### src/rtl/flash_bus_arbiter_if.sv
// rtl/flash_bus_arbiter_if.sv - request/response and flash-engine bus bundle for flash_bus_arbiter
//
// Ports (as seen from the arbiter, modport slave):
//   req0/req1     in   word-read requests (0 = instruction fetch, 1 = data load)
//   addr0/addr1   in   byte address per requester, sampled at grant
//   ack0/ack1     out  one-cycle completion pulse per requester
//   rdata/err     out  read word and timeout flag, valid in the ack cycle
//   busy          out  arbiter not idle
//   fl_read_op    out  one-cycle start pulse to the flash read engine
//   fl_addr       out  word-aligned address to the flash read engine
//   fl_rdata      in   word returned by the flash read engine
//   fl_valid      in   one-cycle pulse qualifying fl_rdata
interface flash_bus_arbiter_if #(
  parameter int ADDR_W = 23
);
  logic              req0;
  logic              req1;
  logic [ADDR_W-1:0] addr0;
  logic [ADDR_W-1:0] addr1;
  logic              ack0;
  logic              ack1;
  logic [31:0]       rdata;
  logic              err;
  logic              busy;
  logic              fl_read_op;
  logic [ADDR_W-1:0] fl_addr;
  logic [31:0]       fl_rdata;
  logic              fl_valid;

  modport slave (
    input  req0, req1, addr0, addr1, fl_rdata, fl_valid,
    output ack0, ack1, rdata, err, busy, fl_read_op, fl_addr
  );

  modport master (
    output req0, req1, addr0, addr1, fl_rdata, fl_valid,
    input  ack0, ack1, rdata, err, busy, fl_read_op, fl_addr
  );
endinterface

### src/rtl/flash_bus_arbiter.sv
// rtl/flash_bus_arbiter.sv - two-port round-robin arbiter in front of a flash word-read engine
//
// Ports:
//   clk  in  system clock, rising edge
//   rst  in  asynchronous active-high reset
//   bus  flash_bus_arbiter_if.slave (requests, acks, read data, flash-engine handshake)
//
// Parameters:
//   ADDR_W   flash byte-address width
//   TIMEOUT  cycles allowed in WAIT before an error completion (2..255)
module flash_bus_arbiter #(
  parameter int ADDR_W  = 23,
  parameter int TIMEOUT = 16
) (
  input  logic                 clk,
  input  logic                 rst,
  flash_bus_arbiter_if.slave   bus
);

  typedef enum logic [1:0] {
    IDLE  = 2'd0,
    ISSUE = 2'd1,
    WAIT  = 2'd2,
    RESP  = 2'd3
  } state_t;

  localparam logic [7:0]        LAST_CNT   = 8'(TIMEOUT - 1);
  localparam logic [ADDR_W-1:0] ALIGN_MASK = ~ADDR_W'(3);

  state_t            state;
  logic              last_grant;
  logic              grant_idx;
  logic [7:0]        wait_cnt;

  logic              next_winner;
  logic [ADDR_W-1:0] grant_addr;

  // Round robin: with both ports requesting, the port not granted last wins.
  always_comb begin
    next_winner = 1'b0;
    if (bus.req0 && bus.req1) begin
      next_winner = ~last_grant;
    end else begin
      next_winner = bus.req1;
    end
    grant_addr = next_winner ? bus.addr1 : bus.addr0;
  end

  always_ff @(posedge clk or posedge rst) begin
    if (rst) begin
      state          <= IDLE;
      last_grant     <= 1'b1;
      grant_idx      <= 1'b0;
      wait_cnt       <= 8'd0;
      bus.ack0       <= 1'b0;
      bus.ack1       <= 1'b0;
      bus.rdata      <= 32'd0;
      bus.err        <= 1'b0;
      bus.busy       <= 1'b0;
      bus.fl_read_op <= 1'b0;
      bus.fl_addr    <= '0;
    end else begin
      case (state)
        IDLE: begin
          bus.ack0 <= 1'b0;
          bus.ack1 <= 1'b0;
          if (bus.req0 || bus.req1) begin
            grant_idx      <= next_winner;
            last_grant     <= next_winner;
            // Address is latched once here and held until the next grant.
            bus.fl_addr    <= grant_addr & ALIGN_MASK;
            bus.fl_read_op <= 1'b1;
            bus.busy       <= 1'b1;
            state          <= ISSUE;
          end
        end

        ISSUE: begin
          bus.fl_read_op <= 1'b0;
          wait_cnt       <= 8'd0;
          state          <= WAIT;
        end

        WAIT: begin
          // fl_valid is checked first so it wins a same-cycle timeout.
          if (bus.fl_valid) begin
            bus.rdata <= bus.fl_rdata;
            bus.err   <= 1'b0;
            bus.ack0  <= ~grant_idx;
            bus.ack1  <= grant_idx;
            state     <= RESP;
          end else if (wait_cnt == LAST_CNT) begin
            bus.rdata <= 32'd0;
            bus.err   <= 1'b1;
            bus.ack0  <= ~grant_idx;
            bus.ack1  <= grant_idx;
            state     <= RESP;
          end else begin
            wait_cnt <= wait_cnt + 8'd1;
          end
        end

        RESP: begin
          // Requests are not looked at here; the next grant comes from IDLE.
          bus.ack0  <= 1'b0;
          bus.ack1  <= 1'b0;
          bus.rdata <= 32'd0;
          bus.err   <= 1'b0;
          bus.busy  <= 1'b0;
          wait_cnt  <= 8'd0;
          state     <= IDLE;
        end

        default: begin
          state <= IDLE;
        end
      endcase
    end
  end

endmodule

### src/flat_wrapper.sv
// flat-port wrapper written by rule: the top's interface ports become plain ports
module flash_bus_arbiter_flat 
#(
  parameter int ADDR_W  = 23,
  parameter int TIMEOUT = 16
)
  (clk, rst, bus_req0, bus_req1, bus_addr0, bus_addr1, bus_fl_rdata, bus_fl_valid, bus_ack0, bus_ack1, bus_rdata, bus_err, bus_busy, bus_fl_read_op, bus_fl_addr);
  flash_bus_arbiter_if #(.ADDR_W(ADDR_W)) bus_i ();
  input  logic clk;
  input  logic rst;
  input wire logic [$bits(bus_i.req0)-1:0] bus_req0;
  input wire logic [$bits(bus_i.req1)-1:0] bus_req1;
  input wire logic [$bits(bus_i.addr0)-1:0] bus_addr0;
  input wire logic [$bits(bus_i.addr1)-1:0] bus_addr1;
  input wire logic [$bits(bus_i.fl_rdata)-1:0] bus_fl_rdata;
  input wire logic [$bits(bus_i.fl_valid)-1:0] bus_fl_valid;
  output wire logic [$bits(bus_i.ack0)-1:0] bus_ack0;
  output wire logic [$bits(bus_i.ack1)-1:0] bus_ack1;
  output wire logic [$bits(bus_i.rdata)-1:0] bus_rdata;
  output wire logic [$bits(bus_i.err)-1:0] bus_err;
  output wire logic [$bits(bus_i.busy)-1:0] bus_busy;
  output wire logic [$bits(bus_i.fl_read_op)-1:0] bus_fl_read_op;
  output wire logic [$bits(bus_i.fl_addr)-1:0] bus_fl_addr;
  assign bus_i.req0 = bus_req0;
  assign bus_i.req1 = bus_req1;
  assign bus_i.addr0 = bus_addr0;
  assign bus_i.addr1 = bus_addr1;
  assign bus_i.fl_rdata = bus_fl_rdata;
  assign bus_i.fl_valid = bus_fl_valid;
  assign bus_ack0 = bus_i.ack0;
  assign bus_ack1 = bus_i.ack1;
  assign bus_rdata = bus_i.rdata;
  assign bus_err = bus_i.err;
  assign bus_busy = bus_i.busy;
  assign bus_fl_read_op = bus_i.fl_read_op;
  assign bus_fl_addr = bus_i.fl_addr;
  flash_bus_arbiter #(.ADDR_W(ADDR_W), .TIMEOUT(TIMEOUT)) u_core (.clk(clk), .rst(rst), .bus(bus_i));
endmodule
### config.mk
export PLATFORM = sky130hd
export DESIGN_NAME = flash_bus_arbiter_flat
export DESIGN_NICKNAME = d
export VERILOG_FILES = /design/src/rtl/flash_bus_arbiter_if.sv /design/src/rtl/flash_bus_arbiter.sv /design/src/flat_wrapper.sv
export SDC_FILE = /design/constraint.sdc
export NUM_CORES = 1
export LEC_CHECK = 0
export CORE_ASPECT_RATIO = 0.7
export CORE_MARGIN = 2
export CORE_UTILIZATION = 63
export DETAILED_ROUTE_END_ITERATION = 8
export DONT_BUFFER_PORTS = 1
export GPL_TIMING_DRIVEN = 0
export HOLD_SLACK_MARGIN = 0.06
export PLACE_DENSITY = 0.91
export SYNTH_ARGS = -nofsm -noshare
export SYNTH_HDL_FRONTEND = slang
export SYNTH_SLANG_ARGS = --single-unit
### constraint.sdc
create_clock -name clk -period 2.8 [get_ports clk]
set_input_delay 0.56 -clock clk [delete_from_list [all_inputs] [get_ports clk]]
set_output_delay 0.56 -clock clk [all_outputs]
set_load 0.01 [all_outputs]
==> out/qor.tcl, run 1 <==
set qor(status) {finished clean}
set qor(cell_area_after_synthesis_sq_um) 3320
set qor(path_class) {register to register}
set qor(timing.clock.skew_ps) 9.60
set qor(die_y_um) 64.8
set qor(synth_async_sr_flop_share_pct) 100
set qor(yosysUniqueCellTypes) 36
set qor(min_path_type) {input port to async pin}
set qor(start_util_pct) 64.2
set qor(first_global_vias) 2488
set qor(setup_viol) 0
set qor(min_period_over_period_pct) 76.3
set qor(numPortBuffers) 0
set qor(route.vias.total) 2612
set qor(clockBufferDepth) 2
set qor(tritoncts.num_buffers) 9
set qor(antennaDiodeCount) 0
set qor(cts.clk_slew.worst_paths_ps) 80
set qor(yosys_warnings) 0
set qor(detail-route-antenna-nets) 0
set qor(holdBufCountCts) 0
set qor(fin_area_sq_um) 3650
set qor(io-pin-count) 143
set qor(tritoncts) {yes}
set qor(crit_path_top_delay_cell) {dfrtp_1}
set qor(hold_violations) 0
set qor(critPathMaxStageDelay_ps) 410
set qor(post_synthesis_sequential_element_count) 70
set qor(detailedRoute.firstIterationViolations) 161
set qor(post-synth-top-area-cell) {dfrtp_1}
set qor(grtUsageMet2_pct) 41.9
set qor(syn_avg_cell_area_sq_um) 9.89
set qor(initial_antenna_violation_count) 0
set qor(most_area_consuming_cells_after_synthesis) {dfrtp_1 (52%), nand4b_1 (8.4%), nand2_1 (7.0%)}
set qor(avgRoutedWirePerCell_um) 17.8
set qor(gr-total-overflow) 0
set qor(cts_max_level) 3
set qor(timing.critical_path.from_type) {register}
set qor(ir_worst_vdd_uv) 601
set qor(grt_use_met1_pct) 35.1
set qor(maxCapViolations) 0
set qor(ys_seq_area_share_pct) 52.7
set qor(cp_num_buf_inv) 3
set qor(areaGrowthSynthToFinish_pct) 9.90
set qor(hold-worst-slack_ps) 266
set qor(pwr_density_cell_nw_per_um2) 1100
set qor(timing.rr.end) {u_core.wait_cnt[6]$_DFFE_PP0P_}
set qor(final.min_clock_period_ps) 2140
set qor(grt_most_used_layer) {met2}
set qor(finalNetCount) 436
set qor(report.final.slew_viol_count) 0
set qor(fill_cells) 397
set qor(floorplan.die_area_sq_um) 5880
set qor(synth_top_cell_area_share_pct) 52.0
set qor(floorplan.core_area_sq_um) 5170
set qor(drt-pass1-iter-count) 4
set qor(worst_r2r_path_depth) 8
set qor(post_synth_inst_count) 336
set qor(startpoint_of_the_worst_register_to_register_path) {u_core.state[0]$_DFFE_PP0P_}
set qor(cp_top_family) {compound AO/OA/AOI/OAI gates}
set qor(placed_cells_incl_taps) 409
set qor(finalWeightedCongestion) 0.757
set qor(worstMarginPinSlew_ps) 840
set qor(cp.arrival_ps) 2380
set qor(drc) 0
set qor(fraction_of_layout_instances_using_a_drive_strength_above_1_pct) 8.22
set qor(global_route.usage.total_pct) 26.7
set qor(grt_setup_unrepaired) {no}
set qor(power_leakage_nw) 1.73
set qor(worstSkewPairLatency_ps) 340
set qor(floorplan.die.width_um) 90.8
set qor(critical_path_data_required_time_ps) 3040
set qor(utilization_pct) 70.6
set qor(synth_top_cells_by_count) {dfrtp_1 (69), nand2_1 (62), o21ai_0 (46)}
set qor(headroom_to_the_max_slew_limit_pct) 44.0
set qor(fp-row-count) 22
set qor(multi_input_comb_area_sq_um) 1410
set qor(synth_enable_flop_cells) 0
set qor(route.detailed.vias_per_inst) 6.15
set qor(seqCellArea_sq_um) 1750
set qor(postSynth.topFlopCell) {dfrtp_1}
set qor(grt_start_max_net_pins) 71
set qor(dp.final_hpwl_um) 5430
set qor(worst_setup_path_end_kind) {register}
set qor(final_wirelength_um) 7550
set qor(total_setup_buffers_inserted_after_cts) 0
set qor(yosys.cell_count.top_type) {dfrtp_1}
set qor(maxClockFrequency_ghz) 0.468
set qor(finalNonFillerCells) 425
set qor(placement.cell_area_sq_um) 3420
set qor(worst-path-max-fanout) 10
set qor(clock-sinks) 70
set qor(reg2reg_setup_slack_ps) 660
set qor(cts_resized) 0
set qor(m3_gr_usage_pct) 10.9
set qor(critical_path_cell_sequence) {inv_1, ha_1, clkbuf_1, a21oi_1, o21ai_1, buf_2, or2b_2, o31ai_1}
set qor(ctsRootBufferMaster) {clkbuf_8}
set qor(wire_length_of_the_first_global_routing_pass_um) 12300
## metal layers
| layer | vias to the layer above | routed length, um |
|---|---|---|
| li1 | 1215 | - |
| met1 | 1284 | 3070 |
| met2 | 109 | 3710 |
| met3 | 4 | 733 |
| met4 | 0 | 42 |
| met5 | - | 0 |
## stage by stage
stage	total power, mW	setup WS (ps)	TNS [ps]
2_1_floorplan	2.75	473	0
3_3_place_gp	3.03	-184	-12610
3_5_place_dp	3.11	719	0
4_1_cts	4.05	690	0
5_1_grt	4.33	510	0
6_report	4.03	663	0
## where the power goes
group	switching, mW	internal (mW)
clock network	0.371	0.550
registers	0.398	1.37
logic	0.847	0.500
## cell type report
class                      count  area share (%)
multi-input combinational    233            38.7
tap                           72            2.47
sequential                    70            48.0
buffer                        29            3.91
clock inverter                 5            2.23
clock buffer                  11            4.15
inverter                       5           0.582
## kinds of logic (layout without fill, tap and decap cells)
kind of cell / count (synthesis) / after routing / share of synthesized area (%)
muxes: 22 / 22 / 6.63
AOI/OAI and AO/OA: 84 / 84 / 13.7
and+or+nand+nor: 120 / 120 / 20.1
buffers and inverters: 34 / 50 / 4.86
other: 1 / 2 / 0.113
DFF: 70 / 70 / 52.7
adders and majority gates: 5 / 5 / 1.88
## cell usage in the layout (no fill, tap or decap), drive strengths merged, types with 2 or more instances in the layout
| cell type | synthesis | routed |
|---|---|---|
| clkbuf | 21 | 32 |
| clkinv | 0 | 2 |
| and3 | 2 | 2 |
| or4 | 2 | 2 |
| o21ai | 68 | 68 |
| a21oi | 3 | 3 |
| mux2i | 22 | 22 |
| nor2 | 6 | 6 |
| conb | 1 | 2 |
| inv | 5 | 5 |
| bufinv | 0 | 2 |
| nand3 | 6 | 6 |
| buf | 8 | 8 |
| nand2b | 2 | 2 |
| ha | 5 | 5 |
| a31oi | 3 | 3 |
| o31ai | 5 | 5 |
| dfrtp | 69 | 69 |
| nand2 | 62 | 62 |
| nand4b | 32 | 32 |
| nor2b | 2 | 2 |
## sequential cells by signal, summed over array words and instances (netlist names)
| signal | flops |
|---|---|
| u_core.bus.rdata | 32 |
| u_core.bus.fl_addr | 21 |
| u_core.wait_cnt | 8 |
| u_core.state | 2 |
| u_core.bus.ack0 | 1 |
| u_core.bus.ack1 | 1 |
| u_core.bus.busy | 1 |
| u_core.bus.err | 1 |
| u_core.bus.fl_read_op | 1 |
| u_core.grant_idx | 1 |
| u_core.last_grant | 1 |
## how the worst max path moves through the flow
stage,startpoint,end,slack (ps),cells past startpoint
finish,u_core.state[0]$_DFFE_PP0P_,u_core.wait_cnt[6]$_DFFE_PP0P_,660,8
global route,u_core.state[0]$_DFFE_PP0P_,u_core.wait_cnt[6]$_DFFE_PP0P_,510,8
CTS,u_core.state[0]$_DFFE_PP0P_,u_core.wait_cnt[6]$_DFFE_PP0P_,690,8
detailed placement,u_core.state[0]$_DFFE_PP0P_,u_core.wait_cnt[6]$_DFFE_PP0P_,720,8
global placement,rst,u_core.bus.rdata[7]$_DFFE_PP0P_,-180,1
floorplan,rst,u_core.bus.ack0$_DFFE_PP0P_,470,1
Power figures use the tool's default switching activity.
==> inputs of run 2 (changes only) <==
--- a/config.mk
+++ b/config.mk
@@ -5,6 +5,7 @@
 export SDC_FILE = /design/constraint.sdc
 export NUM_CORES = 1
 export LEC_CHECK = 0
+export ABC_AREA = 1
 export CORE_ASPECT_RATIO = 0.7
 export CORE_MARGIN = 2
 export CORE_UTILIZATION = 63
==> constraint.sdc (replaced) <==
create_clock -name clk -period 2 [get_ports clk]
set_input_delay 0.4 -clock clk [delete_from_list [all_inputs] [get_ports clk]]
set_output_delay 0.4 -clock clk [all_outputs]
set_load 0.01 [all_outputs]
==> out/qor.tcl, run 2 <==
set qor(status) {finished clean}
set qor(timing.rr.end) {u_core.bus.rdata[25]$_DFFE_PP0P_}
set qor(floorplan.die_area_sq_um) 5790
set qor(sum_of_negative_setup_slack_ps) 0
set qor(tritoncts) {yes}
set qor(final_cell_mix) {nand2_1 (139), dfrtp_1 (69), nand4_1 (34)}
set qor(drt-pass1-iter-count) 7
set qor(worstSkewPairLatency_ps) 360
set qor(min_path_type) {input port to register}
set qor(worstMarginPinSlew_ps) 535
set qor(reg2reg_setup_slack_ps) 300
set qor(pwr_density_cell_nw_per_um2) 1560
set qor(cell_area_after_synthesis_sq_um) 3270
set qor(yosys.cell_count.top_type) {nand2_1}
set qor(synth_top_cell_area_share_pct) 52.8
set qor(startpoint_of_the_most_critical_hold_path) {bus_addr1[7]}
set qor(path_class) {register to register}
set qor(cp_num_buf_inv) 3
set qor(first_global_vias) 2813
set qor(avgRoutedWirePerCell_um) 17.6
set qor(initial_antenna_violation_count) 0
set qor(syn_avg_cell_area_sq_um) 8.54
set qor(m3_gr_usage_pct) 10.5
set qor(timing.critical_path.from_type) {register}
set qor(finalNetCount) 486
set qor(worst_r2r_path_depth) 6
set qor(yosys_warnings) 0
set qor(numPortBuffers) 0
set qor(reg.largest.list) {u_core.bus.rdata x32, u_core.bus.fl_addr x21, u_core.wait_cnt x8}
set qor(post-synth-top-area-cell) {dfrtp_1}
set qor(clockBufferDepth) 2
set qor(fraction_of_layout_instances_using_a_drive_strength_above_1_pct) 11.7
set qor(cts_max_level) 3
set qor(critPathMaxStageDelay_ps) 440
set qor(floorplan.core_area_sq_um) 4890
set qor(max_ffs_per_register) 32
set qor(min_period_over_period_pct) 84.9
set qor(postSynth.topFlopCell) {dfrtp_1}
set qor(post_synthesis_sequential_element_count) 70
set qor(ys_seq_area_share_pct) 53.6
set qor(cp.arrival_ps) 1990
set qor(fill_cells) 335
set qor(grt_setup_unrepaired) {no}
set qor(multi_input_comb_area_sq_um) 1320
set qor(grt_use_met1_pct) 36.5
set qor(drc) 0
set qor(whs_path_depth) 2
set qor(power_leakage_nw) 1.77
set qor(grt_start_max_net_pins) 34
set qor(crit_path_top_delay_cell) {clkbuf_1}
set qor(route.detailed.vias_per_inst) 6.02
set qor(dp.final_hpwl_um) 6000
set qor(registers.top_by_ff_count) {u_core.bus.rdata}
set qor(tritoncts.num_buffers) 9
set qor(worst-path-max-fanout) 10
set qor(global_route.usage.total_pct) 30.1
set qor(synth_enable_flop_cells) 0
set qor(timing.clock.skew_ps) 13.0
set qor(final_wirelength_um) 8290
set qor(most_common_cell_after_layout_fill_and_taps_aside) {nand2_1}
set qor(maxCapViolations) 0
set qor(cp_top_family) {buffers and inverters}
set qor(grtUsageMet2_pct) 48.9
set qor(io-pin-count) 143
set qor(antennaDiodeCount) 0
set qor(fp-row-count) 21
set qor(yosysUniqueCellTypes) 27
set qor(finalNonFillerCells) 471
set qor(setup_viol) 0
set qor(floorplan.die.width_um) 90.1
set qor(areaGrowthSynthToFinish_pct) 10.1
set qor(clock-sinks) 70
set qor(synth_top_cells_by_count) {nand2_1 (139), dfrtp_1 (69), nand4_1 (34)}
set qor(ctsRootBufferMaster) {clkbuf_8}
set qor(wire_length_of_the_first_global_routing_pass_um) 13500
set qor(detail-route-antenna-nets) 0
set qor(most_area_consuming_cells_after_synthesis) {dfrtp_1 (53%), nand2_1 (16%), nand4_1 (6.5%)}
set qor(worst_setup_path_end_kind) {register}
set qor(synth_async_sr_flop_share_pct) 100
set qor(route.vias.total) 2837
set qor(start_util_pct) 66.9
set qor(die_y_um) 64.3
set qor(grt_most_used_layer) {met2}
set qor(worst_hold_path.endpoint) {u_core.bus.fl_addr[7]$_DFFE_PP0P_}
set qor(post_synth_inst_count) 383
set qor(cts_resized) 0
set qor(finalWeightedCongestion) 0.886
set qor(startpoint_of_the_worst_register_to_register_path) {u_core.state[0]$_DFFE_PP0P_}
set qor(critical_path_cell_sequence) {inv_1, ha_1, buf_4, clkbuf_1, nand4_1, nand2_1}
set qor(headroom_to_the_max_slew_limit_pct) 64.4
set qor(cts.clk_slew.worst_paths_ps) 80
set qor(hold_violations) 0
set qor(gr-total-overflow) 0
set qor(placed_cells_incl_taps) 455
set qor(seqCellArea_sq_um) 1750
set qor(final.min_clock_period_ps) 1700
set qor(maxClockFrequency_ghz) 0.589
set qor(holdBufCountCts) 1
set qor(ir_worst_vdd_uv) 739
set qor(detailedRoute.firstIterationViolations) 291
set qor(total_setup_buffers_inserted_after_cts) 0
set qor(pre_cts_ws_ps) 358
set qor(timing.final.ws_setup_ps) 301
set qor(report.final.slew_viol_count) 0
set qor(critical_path_data_required_time_ps) 2290
==> run 2: cell types whose count changed in the layout (fill, tap and decap cells not counted), moves of 3 or more <==
cell      before  now
nand4_1        1   34
inv_1          4   14
o21ai_1       22    0
o21ai_0       46   12
nand2_2        0    6
nand3_1        6    9
a31oi_1        3   21
o31ai_1        5    0
nand2_1       62  139
nand4b_1      32    0
buf_2          3    8
clkbuf_1      21   11
nor2_1         5   31
mux2i_1       22    0
==> run 2: where the power goes <==
part	internal, mW	total [mW]	switching, mW
logic	0.711	2.02	1.31
clock network	0.573	1.12	0.548
registers	1.92	2.49	0.573
==> run 2: kinds of logic after synthesis <==
family	share of synthesized area, %
adder cells (fa/ha/maj)	1.91
AO/OA/AOI/OAI	7.69
buffers and inverters	6.28
flip-flops	53.6
AND/OR/NAND/NOR	30.4
other	0.115
==> run 2: cell type report <==
cell class	instances	area share, %
Tap cell	69	2.40
Sequential cell	70	48.7
Multi-Input combinational cell	273	36.5
Clock inverter	5	1.67
Inverter	16	1.77
Clock buffer	10	3.54
Timing Repair Buffer	3	1.39
Buffer	25	4.03
==> run 2: per-layer routing <==
metal	wire [um]	vias to the layer above
met1	3270	1390
met5	0	-
li1	-	1293
met3	683	18
met4	157	0
met2	4180	136
==> run 2: how the worst max path moves through the flow <==
stage,startpoint,end,slack [ps],cells after the start
6_report,u_core.state[0]$_DFFE_PP0P_,u_core.bus.rdata[25]$_DFFE_PP0P_,300,6
5_1_grt,u_core.state[0]$_DFFE_PP0P_,u_core.bus.fl_addr[2]$_DFFE_PP0P_,160,7
4_1_cts,u_core.state[0]$_DFFE_PP0P_,u_core.bus.rdata[25]$_DFFE_PP0P_,310,6
3_5_place_dp,u_core.state[0]$_DFFE_PP0P_,u_core.bus.rdata[0]$_DFFE_PP0P_,360,6
3_3_place_gp,u_core.state[0]$_DFFE_PP0P_,u_core.bus.rdata[30]$_DFFE_PP0P_,450,6
2_1_floorplan,u_core.state[0]$_DFFE_PP0P_,u_core.wait_cnt[3]$_DFFE_PP0P_,620,8
==> run 2: worst register-to-register path, delay by kind of cell, from the launching register on <==
family | cells | cell delay, ps
adder cells (fa/ha/maj) | 1 | 180
buffers and inverters | 3 | 740
flip-flops | 1 | 410
AND/OR/NAND/NOR | 2 | 300
==> run 2: through the flow <==
| stage | total power, mW | hold WS, ps | instance area, sq um | utilization (%) |
|---|---|---|---|---|
| floorplan | 3.94 | 453 | 3280 | - |
| global placement | 4.33 | 471 | 3360 | 68.8 |
| detailed placement | 4.48 | 249 | 3400 | 69.6 |
| CTS | 5.62 | 178 | 3600 | 73.7 |
| global route | 5.99 | 175 | 3600 | 73.7 |
| finish | 5.63 | 176 | 3600 | 73.7 |
